[src/rtl/toggle_activity_monitor_if.sv]
// Report stream of the toggle activity monitor: one beat per observed net, valid/ready handshake.
// The monitor drives the master modport; the consumer uses the slave modport.
interface toggle_activity_monitor_if #(
    parameter int NUM_IN = 4,
    parameter int CNT_W  = 16
) ();
    localparam int IDX_W = $clog2(NUM_IN + 2);

    logic             rpt_valid;
    logic             rpt_ready;
    logic [IDX_W-1:0] rpt_idx;
    logic [CNT_W-1:0] rpt_data;
    logic             rpt_last;

    modport master (
        output rpt_valid,
        output rpt_idx,
        output rpt_data,
        output rpt_last,
        input  rpt_ready
    );

    modport slave (
        input  rpt_valid,
        input  rpt_idx,
        input  rpt_data,
        input  rpt_last,
        output rpt_ready
    );
endinterface

[src/rtl/toggle_activity_monitor.sv]
// Counts per-net toggles of a sub-circuit's inputs/output over a fixed window, then streams the counts.
// Optional macro TOGGLE_ACTIVITY_TOTAL_EN appends a saturated-sum beat after the n_out beat.
module toggle_activity_monitor #(
    parameter int NUM_IN  = 4,
    parameter int CNT_W   = 16,
    parameter int WIN_LEN = 256
) (
    input  logic                       clk,
    input  logic                       rst,
    input  logic                       start,
    input  logic [NUM_IN-1:0]          n_in,
    input  logic                       n_out,
    output logic                       busy,
    toggle_activity_monitor_if.master  rpt
);
    localparam int NETS  = NUM_IN + 1;
    localparam int IDX_W = $clog2(NUM_IN + 2);
    localparam int WIN_W = (WIN_LEN > 1) ? $clog2(WIN_LEN) : 1;
`ifdef TOGGLE_ACTIVITY_TOTAL_EN
    localparam int LAST_IDX = NUM_IN + 1;
`else
    localparam int LAST_IDX = NUM_IN;
`endif
    localparam logic [CNT_W-1:0] CNT_MAX  = '1;
    localparam logic [WIN_W-1:0] WIN_LAST = WIN_W'(WIN_LEN - 1);
    localparam logic [IDX_W-1:0] IDX_LAST = IDX_W'(LAST_IDX);

    typedef enum logic [1:0] {IDLE, RUN, REPORT} state_e;

    state_e            state_q, state_d;
    logic [CNT_W-1:0]  cnt_q [NETS];
    logic [CNT_W-1:0]  cnt_d [NETS];
    logic [NETS-1:0]   prev_q, prev_d;
    logic [WIN_W-1:0]  win_q, win_d;
    logic [IDX_W-1:0]  idx_q, idx_d;
    logic [NETS-1:0]   sample;
    logic [CNT_W-1:0]  beat_data;

    // Net k of the sample vector is n_in[k]; the top bit is n_out, matching beat order.
    assign sample = {n_out, n_in};

    always_comb begin
        state_d = state_q;
        cnt_d   = cnt_q;
        prev_d  = prev_q;
        win_d   = win_q;
        idx_d   = idx_q;
        unique case (state_q)
            IDLE: begin
                if (start) begin
                    for (int k = 0; k < NETS; k++) cnt_d[k] = '0;
                    prev_d  = sample;
                    win_d   = '0;
                    state_d = RUN;
                end
            end
            RUN: begin
                for (int k = 0; k < NETS; k++) begin
                    if (sample[k] != prev_q[k] && cnt_q[k] != CNT_MAX)
                        cnt_d[k] = cnt_q[k] + 1'b1;
                end
                prev_d = sample;
                win_d  = win_q + 1'b1;
                if (win_q == WIN_LAST) begin
                    idx_d   = '0;
                    state_d = REPORT;
                end
            end
            REPORT: begin
                if (rpt.rpt_ready) begin
                    if (idx_q == IDX_LAST) begin
                        idx_d   = '0;
                        state_d = IDLE;
                    end else begin
                        idx_d = idx_q + 1'b1;
                    end
                end
            end
            default: state_d = IDLE;
        endcase
    end

    // NOTE: the counter array is architectural state read out after reset, so every entry is cleared explicitly.
    always_ff @(posedge clk) begin
        if (rst) begin
            state_q <= IDLE;
            prev_q  <= '0;
            win_q   <= '0;
            idx_q   <= '0;
            for (int k = 0; k < NETS; k++) cnt_q[k] <= '0;
        end else begin
            state_q <= state_d;
            prev_q  <= prev_d;
            win_q   <= win_d;
            idx_q   <= idx_d;
            for (int k = 0; k < NETS; k++) cnt_q[k] <= cnt_d[k];
        end
    end

`ifdef TOGGLE_ACTIVITY_TOTAL_EN
    localparam int SUM_W = CNT_W + $clog2(NETS) + 1;
    logic [SUM_W-1:0] sum_all;
    logic [CNT_W-1:0] total_sat;

    // NOTE: blocking accumulation is correct here because this is combinational logic, not state.
    always_comb begin
        sum_all = '0;
        for (int k = 0; k < NETS; k++) sum_all = sum_all + SUM_W'(cnt_q[k]);
        total_sat = (sum_all > SUM_W'(CNT_MAX)) ? CNT_MAX : sum_all[CNT_W-1:0];
    end
`endif

    // Counters are frozen outside RUN, so the selected beat stays stable under backpressure.
    always_comb begin
        beat_data = '0;
        for (int k = 0; k < NETS; k++) begin
            if (idx_q == IDX_W'(k)) beat_data = cnt_q[k];
        end
`ifdef TOGGLE_ACTIVITY_TOTAL_EN
        if (idx_q == IDX_W'(NUM_IN + 1)) beat_data = total_sat;
`endif
    end

    assign busy          = (state_q != IDLE);
    assign rpt.rpt_valid = (state_q == REPORT);
    assign rpt.rpt_idx   = idx_q;
    assign rpt.rpt_data  = beat_data;
    assign rpt.rpt_last  = (state_q == REPORT) && (idx_q == IDX_LAST);
endmodule

[src/flat_wrapper.sv]
// flat-port wrapper written by rule: the top's interface ports become plain ports
module toggle_activity_monitor_flat 
#(
    parameter int NUM_IN  = 4,
    parameter int CNT_W   = 16,
    parameter int WIN_LEN = 256
)
  (clk, rst, start, n_in, n_out, busy, rpt_rpt_valid, rpt_rpt_idx, rpt_rpt_data, rpt_rpt_last, rpt_rpt_ready);
  toggle_activity_monitor_if #(.NUM_IN(NUM_IN), .CNT_W(CNT_W)) rpt_i ();
  input  logic clk;
  input  logic rst;
  input  logic start;
  input  logic [NUM_IN-1:0] n_in;
  input  logic n_out;
  output logic busy;
  output wire logic [$bits(rpt_i.rpt_valid)-1:0] rpt_rpt_valid;
  output wire logic [$bits(rpt_i.rpt_idx)-1:0] rpt_rpt_idx;
  output wire logic [$bits(rpt_i.rpt_data)-1:0] rpt_rpt_data;
  output wire logic [$bits(rpt_i.rpt_last)-1:0] rpt_rpt_last;
  input wire logic [$bits(rpt_i.rpt_ready)-1:0] rpt_rpt_ready;
  assign rpt_rpt_valid = rpt_i.rpt_valid;
  assign rpt_rpt_idx = rpt_i.rpt_idx;
  assign rpt_rpt_data = rpt_i.rpt_data;
  assign rpt_rpt_last = rpt_i.rpt_last;
  assign rpt_i.rpt_ready = rpt_rpt_ready;
  toggle_activity_monitor #(.NUM_IN(NUM_IN), .CNT_W(CNT_W), .WIN_LEN(WIN_LEN)) u_core (.clk(clk), .rst(rst), .start(start), .n_in(n_in), .n_out(n_out), .busy(busy), .rpt(rpt_i));
endmodule
[config.mk]
export PLATFORM = sky130hd
export DESIGN_NAME = toggle_activity_monitor_flat
export DESIGN_NICKNAME = d
export VERILOG_FILES = /design/src/rtl/toggle_activity_monitor_if.sv /design/src/rtl/toggle_activity_monitor.sv /design/src/flat_wrapper.sv
export SDC_FILE = /design/constraint.sdc
export NUM_CORES = 1
export LEC_CHECK = 0
export BUFFER_PORTS_ARGS = -buffer_cell sky130_fd_sc_hd__buf_2
export CORE_MARGIN = 8
export CORE_UTILIZATION = 30
export DETAILED_ROUTE_END_ITERATION = 8
export SLEW_MARGIN = 15
export SYNTH_ARGS = -nofsm -noshare
export SYNTH_HDL_FRONTEND = slang
export SYNTH_SLANG_ARGS = --single-unit
[constraint.sdc]
create_clock -name clk -period 3 [get_ports clk]
set_input_delay 0.6 -clock clk [delete_from_list [all_inputs] [get_ports clk]]
set_output_delay 0.6 -clock clk [all_outputs]
set_load 0.01 [all_outputs]
==> results of run 1 <==
## final timing paths
kind	startpoint	slack [ps]	end	cells after the start
worst max-delay path	u_core.rpt.rpt_idx[1]	180	rpt_rpt_data[12]	9
worst min-delay path	u_core.prev_q[0]	470	u_core.prev_q[0]	2
worst max register to register	u_core.state_q[0]	610	u_core.cnt_q[74]	6
worst min register to register	u_core.prev_q[0]	470	u_core.prev_q[0]	2
## routing by layer
metal	track usage [%]	wire, um	up-vias
met4	7.95	592	0
met2	21.8	7890	204
li1	-	-	2984
met5	0	0	-
met3	1.97	986	34
met1	19.7	8270	2834
## final cells by class
class	count	area [um^2]	area share (%)
Clock inverter	4	50.0	0.759
Tap cell	265	332	5.03
Sequential cell	98	1960	29.7
Timing Repair Buffer	46	277	4.19
Inverter	17	63.8	0.968
Clock buffer	12	256	3.89
Multi-Input combinational cell	634	3650	55.4
## state kept, by name (all words and copies together) (netlist names)
signal,count
u_core.cnt_q,80
u_core.prev_q,5
u_core.rpt.rpt_idx,3
u_core.state_q,2
u_core.win_q,8
## critical path, delay by kind of cell, from the launching register on
family | cells | cell delay, ps
buf+inv | 3 | 440
simple gates | 1 | 180
fa+ha+maj | 1 | 210
compound gates | 4 | 660
flops | 1 | 390
## layout by cell type, fill, tap and decap left out, types with 8 or more instances in the layout
| cell type | count |
|---|---|
| nor2_1 | 101 |
| dfxtp_1 | 98 |
| a21oi_1 | 93 |
| nand2_1 | 69 |
| nand3_1 | 50 |
| o21ai_0 | 46 |
| buf_2 | 29 |
| nor3_1 | 26 |
| a211oi_1 | 24 |
| a31oi_1 | 22 |
| a22oi_1 | 18 |
| inv_1 | 17 |
| nand4_1 | 16 |
| buf_4 | 16 |
| or3_1 | 14 |
| a311oi_1 | 14 |
| and3_1 | 13 |
| ha_1 | 11 |
| or4_1 | 9 |
| nand3b_1 | 9 |
| clkbuf_16 | 9 |
| nor2b_1 | 8 |
## per-stage QoR
step,hold WS (ps),utilization [%],cells
after detailed placement,460,32.5,1060
after global routing,500,34.1,1076
final,467,34.1,1076
after global placement,453,32.5,1060
after floorplan,448,-,798
after CTS,470,34.0,1076
## power breakdown
| part | switching [uW] | internal, uW | total (uW) |
|---|---|---|---|
| combinational | 168 | 65.0 | 233 |
| sequential | 15.9 | 1310 | 1330 |
| clock | 518 | 692 | 1210 |
| total | 701 | 2070 | 2770 |
## repair_timing
action	in CTS	in global routing
resized for setup	0	3
setup buffers	0	0
endpoints found under the hold margin	0	0
setup endpoints to repair	0	6
## cell families after synthesis
logic type                 after synthesis
and+or+nand+nor                        353
AOI/OAI and AO/OA                      255
DFF                                     98
buffers and inverters                   66
adders and majority gates               11
xor gates and xnor gates                10
muxes                                    5
==> impl_metrics.env, run 1 <==
export IMPL_status="completed"
export IMPL_yosysTopAreaCell="dfxtp_1"
export IMPL_fmax_mhz=354
export IMPL_required_ps=2400
export IMPL_syn_nets=818
export IMPL_cts_sinks=98
export IMPL_start_kind="flip-flop"
export IMPL_fin_nets=826
export IMPL_synthFlopType="dfxtp_1"
export IMPL_finalCritPeriodShare_pct=94.1
export IMPL_yosysUniqueCellTypes=62
export IMPL_fin_crit_ps=2820
export IMPL_async_reset_ff_share_pct=0
export IMPL_synth_mux_area_fraction_pct=0.874
export IMPL_vdd_drop_max_mv=0.211
export IMPL_stdcell_area_mm2=0.00660
export IMPL_via_count=6056
export IMPL_drc=0
export IMPL_slowest_delay_ps=390
export IMPL_yosys_area_share_xor_xnor_pct=1.49
export IMPL_synth_seq_cells=98
export IMPL_postCtsHoldBufs=0
export IMPL_synthAdderAreaFrac_pct=2.34
export IMPL_grt_usage_pct=14.5
export IMPL_ant_nets=0
export IMPL_slew_headroom_pct=51.7
export IMPL_chipWidth_um=156
export IMPL_worstSetupEndpointType="output port"
export IMPL_p_leak_uw=0.00218
export IMPL_cts_tree="built"
export IMPL_cts_buffer_depth=2
export IMPL_rsz0062_at_grt="no"
export IMPL_gp_congestion=0.854
export IMPL_antenna_found_initial=0
export IMPL_postPlaceCellArea_mm2=0.00628
export IMPL_antenna_cells=0
export IMPL_grt_max_degree=47
export IMPL_initial_core_util_pct=30.4
export IMPL_ys_top_cells_by_count="nor2_1 (101), dfxtp_1 (98), a21oi_1 (94)"
export IMPL_finalClockSkew_ps=6.98
export IMPL_grt_pass1_vias=5468
export IMPL_crit_type="reg -> out"
export IMPL_worstMarginPinSlew_ps=718
export IMPL_drive_gt1_share_pct=9.74
export IMPL_rows=51
export IMPL_first_pass_iters=5
export IMPL_yosys_warnings=0
export IMPL_dieHeight_um=156
export IMPL_crit_fanout=16
export IMPL_wl_per_cell_um=16.5
export IMPL_synthCells=798
export IMPL_finalWirelength_mm=17.7
export IMPL_synth_top_family_by_area="simple AND/OR/NAND/NOR gates"
export IMPL_synth_compound_area_share_pct=27.1
export IMPL_hold_class="reg -> reg"
export IMPL_grt_overflow_total=0
export IMPL_core_area_mm2=0.0193
export IMPL_first_iter_violations=480
export IMPL_cts_root_buf="clkbuf_16"
export IMPL_cts_htree_levels=3
export IMPL_cts_buffers=9
export IMPL_routed_via_density=5.63
export IMPL_yosys_top_cells_area="dfxtp_1 (33%), a21oi_1 (8.0%), nor2_1 (6.5%)"
export IMPL_clk_pin_slew_ps=70
export IMPL_synth_most_common_cell="nor2_1"
export IMPL_synth_top_area_share_pct=33.4
export IMPL_hold_viol_final=0
export IMPL_dp_hpwl_mm=12.6
export IMPL_dieArea_mm2=0.0243
export IMPL_cp_cell_sequence="inv_1, ha_1, nor3b_2, buf_6, a22oi_1, a211oi_1, a21oi_1, a21oi_1, buf_2"
export IMPL_drv_cap=0
export IMPL_area_growth_pct=12.3
export IMPL_synth_simple_area_share_pct=30.2
export IMPL_p_total_uw=2770
export IMPL_cp_data_arrival_time_ps=2220
export IMPL_avgSynthCellArea_um2=7.36
export IMPL_slowest_stage="dfxtp_1"
export IMPL_drv_slew=0
export IMPL_path_common_cell="a21oi_1"
export IMPL_netlist_area_mm2=0.00587
export IMPL_synth_enable_flop_cells=0
export IMPL_nFillCells=2065
export IMPL_powerDensity_mw_per_mm2=420
export IMPL_worst_skew_pair_late_latency_ps=350
export IMPL_ios=31
export IMPL_yosysSeqAreaShare_pct=33.4
export IMPL_finalSetupViolCount=0
export IMPL_place_ws_ps=539
export IMPL_portBuffers=30
export IMPL_finalSetupTns_ps=0
export IMPL_grt_pass1_wl_mm=28.4
export IMPL_setup_ws_ps=177
(Power assumes the default switching activity.)
==> run 2, diff against run 1 <==
ABC_AREA = 1   (was not set)
GPL_TIMING_DRIVEN = 0   (was not set)
==> run 2 against run 1 <==
Synthesized cell count increased by 41%. Sequential power increased by 6%. Sequential share of layout area decreased by 3.8 points. Global-route usage increased by 1.9 points. Power increased by 9.3%. Sequential cell count unchanged. Highest routed layer unchanged. Critical path depth decreased by 2. Worst hold slack improved by 5.9 ps. Critical path type unchanged. Via count increased by 23%. Area after synthesis increased by 15%. Clock-buffer cell count decreased by 1.
==> impl_metrics.env, run 2 <==
export IMPL_status="completed"
export IMPL_rsz0062_at_grt="no"
export IMPL_via_count=7468
export IMPL_cts_sinks=98
export IMPL_ys_top_cells_by_count="nand2_1 (314), nor2_1 (180), nand3_1 (145)"
export IMPL_yosysSeqAreaShare_pct=29.2
export IMPL_routed_via_density=5.13
export IMPL_dp_cells=1437
export IMPL_nFillCells=2497
export IMPL_gp_congestion=0.967
export IMPL_clk_pin_slew_ps=70
export IMPL_slew_headroom_pct=39.3
export IMPL_yosysTopAreaCell="dfxtp_1"
export IMPL_cts_root_buf="clkbuf_16"
export IMPL_chipWidth_um=166
export IMPL_path_common_cell="ha_1"
export IMPL_final_cells=1457
export IMPL_grt_usage_pct=16.5
export IMPL_worstMarginPinSlew_ps=910
export IMPL_slowest_delay_ps=360
export IMPL_synth_seq_cells=98
export IMPL_portBuffers=29
export IMPL_synth_top_area_share_pct=29.2
export IMPL_p_leak_uw=0.00300
export IMPL_ios=31
export IMPL_synth_enable_flop_cells=0
export IMPL_vdd_drop_max_mv=0.267
export IMPL_hold_class="reg -> reg"
export IMPL_layout_common_cells="nand2_1 (314), nor2_1 (178), nand3_1 (145), inv_1 (99), dfxtp_1 (97)"
export IMPL_drc=0
export IMPL_dp_hpwl_mm=17.7
export IMPL_setup_ws_ps=119
export IMPL_first_iter_violations=666
export IMPL_grt_pass1_vias=6820
export IMPL_rows=54
export IMPL_yosysUniqueCellTypes=41
export IMPL_slowest_stage="dfxtp_1"
export IMPL_powerDensity_mw_per_mm2=401
export IMPL_crit_fanout=10
export IMPL_cp_cell_sequence="ha_1, ha_1, inv_2, clkbuf_2, o211ai_1, a31oi_1, buf_2"
export IMPL_async_reset_ff_share_pct=0
export IMPL_synthCells=1128
export IMPL_core_area_mm2=0.0219
export IMPL_drv_slew=0
export IMPL_grt_pass1_wl_mm=36.8
export IMPL_synthFlopType="dfxtp_1"
export IMPL_wl_per_cell_um=16.0
export IMPL_dieArea_mm2=0.0275
export IMPL_yosys_warnings=0
export IMPL_p_total_uw=3030
export IMPL_initial_core_util_pct=30.7
export IMPL_cts_tree="built"
export IMPL_yosys_top_cells_area="dfxtp_1 (29%), nand2_1 (18%), nand3_1 (11%)"
export IMPL_fin_crit_ps=2880
export IMPL_first_pass_iters=5
export IMPL_cts_htree_levels=3
export IMPL_top_regs="u_core.cnt_q: 80 flops, u_core.win_q: 8 flops, u_core.prev_q: 5 flops"
export IMPL_fin_nets=1193
export IMPL_netlist_area_mm2=0.00672
export IMPL_worstSetupEndpointType="output port"
export IMPL_top_register="u_core.cnt_q"
export IMPL_largest_register_ffs=80
export IMPL_crit_type="reg -> out"
export IMPL_antenna_cells=0
export IMPL_ant_nets=0
export IMPL_drv_cap=0
export IMPL_fmax_mhz=347
export IMPL_cts_buffers=9
export IMPL_final_common_cell="nand2_1"
export IMPL_grt_max_degree=16
export IMPL_area_growth_pct=12.4
export IMPL_avgSynthCellArea_um2=5.96
export IMPL_syn_nets=1148
export IMPL_finalCritPeriodShare_pct=96.0
export IMPL_finalWirelength_mm=23.4
export IMPL_dieHeight_um=166
export IMPL_cts_buffer_depth=2
export IMPL_postCtsHoldBufs=0
export IMPL_finalSetupTns_ps=0
export IMPL_antenna_found_initial=0
export IMPL_finalClockSkew_ps=7.44
export IMPL_finalSetupViolCount=0
export IMPL_hold_viol_final=0
export IMPL_required_ps=2400
export IMPL_place_ws_ps=284
export IMPL_synth_most_common_cell="nand2_1"
export IMPL_drive_gt1_share_pct=9.26
export IMPL_worst_skew_pair_late_latency_ps=360
export IMPL_grt_overflow_total=0
export IMPL_cp_data_arrival_time_ps=2280
export IMPL_post_route_util_pct=34.5
export IMPL_start_kind="flip-flop"
## run 2: cell types whose count changed after synthesis, sizes merged, moves of 13 or more
cell | before | now
a211oi | 25 | 0
o21ai | 46 | 23
nor2 | 101 | 191
a22oi | 18 | 2
or3 | 15 | 0
a21oi | 96 | 74
o211ai | 4 | 17
a311oi | 14 | 0
nand3 | 51 | 146
inv | 17 | 102
nand2 | 70 | 322
and3 | 13 | 0
## run 2: stage by stage
stage / cell area [um^2] / hold WS (ps)
floorplan: 6720 / 444
global placement: 7220 / 457
detailed placement: 7220 / 465
CTS: 7490 / 475
global route: 7560 / 511
finish: 7560 / 473
## run 2: layout make-up
| cell class | count | area (um^2) | share of cell area (%) |
|---|---|---|---|
| clock buffers | 11 | 243 | 3.21 |
| inverters | 104 | 394 | 5.22 |
| repair buffers | 35 | 190 | 2.52 |
| flip-flops and latches | 98 | 1960 | 26.0 |
| well taps | 280 | 350 | 4.64 |
| clock inverters | 4 | 27.5 | 0.364 |
| multi-input cells | 877 | 4140 | 54.8 |
| plain buffers | 48 | 244 | 3.23 |
## run 2: cells by family (layout without fill, tap and decap cells)
logic type | after synthesis | in the layout | synth area share, %
buf+inv | 153 | 202 | 9.34
flops | 98 | 98 | 29.2
xor+xnor | 9 | 9 | 1.17
simple gates | 713 | 713 | 45.8
compound gates | 144 | 144 | 12.5
fa+ha+maj | 11 | 11 | 2.05
## run 2: power by group
group          switching [uW]  internal [uW]
Combinational             348            150
Clock                     541            584
Sequential               62.2           1340
## run 2: worst max-delay path: cells and delay by family, from the launching register on
kind,cells,cell delay (ps)
buf+inv,3,580
fa+ha+maj,2,540
compound gates,2,430
flops,1,360
## run 2: what timing repair did
action                                  in CTS  in global routing
endpoints found under the setup margin      10                 14
pin swaps                                    0                  2
resized for setup                            3                 14
setup buffers                                0                  6
## run 2: final timing paths
kind | cells after the start | end | slack, ps | from
min reg2reg | 2 | u_core.prev_q[1] | 470 | u_core.prev_q[1]
max reg2reg | 8 | u_core.cnt_q[51] | 780 | u_core.state_q[0]
min | 2 | u_core.prev_q[1] | 470 | u_core.prev_q[1]
max | 7 | rpt_rpt_data[13] | 120 | u_core.rpt.rpt_idx[0]
## run 2: metal layers
metal  GRT usage [%]  share of wire (%)  up-vias
li1                -                  -     3782
met1            21.6                 46     3384
met2            25.8                 44      245
met3            2.86                6.1       57
met4            7.80                4.0        0
met5               0                  0        -
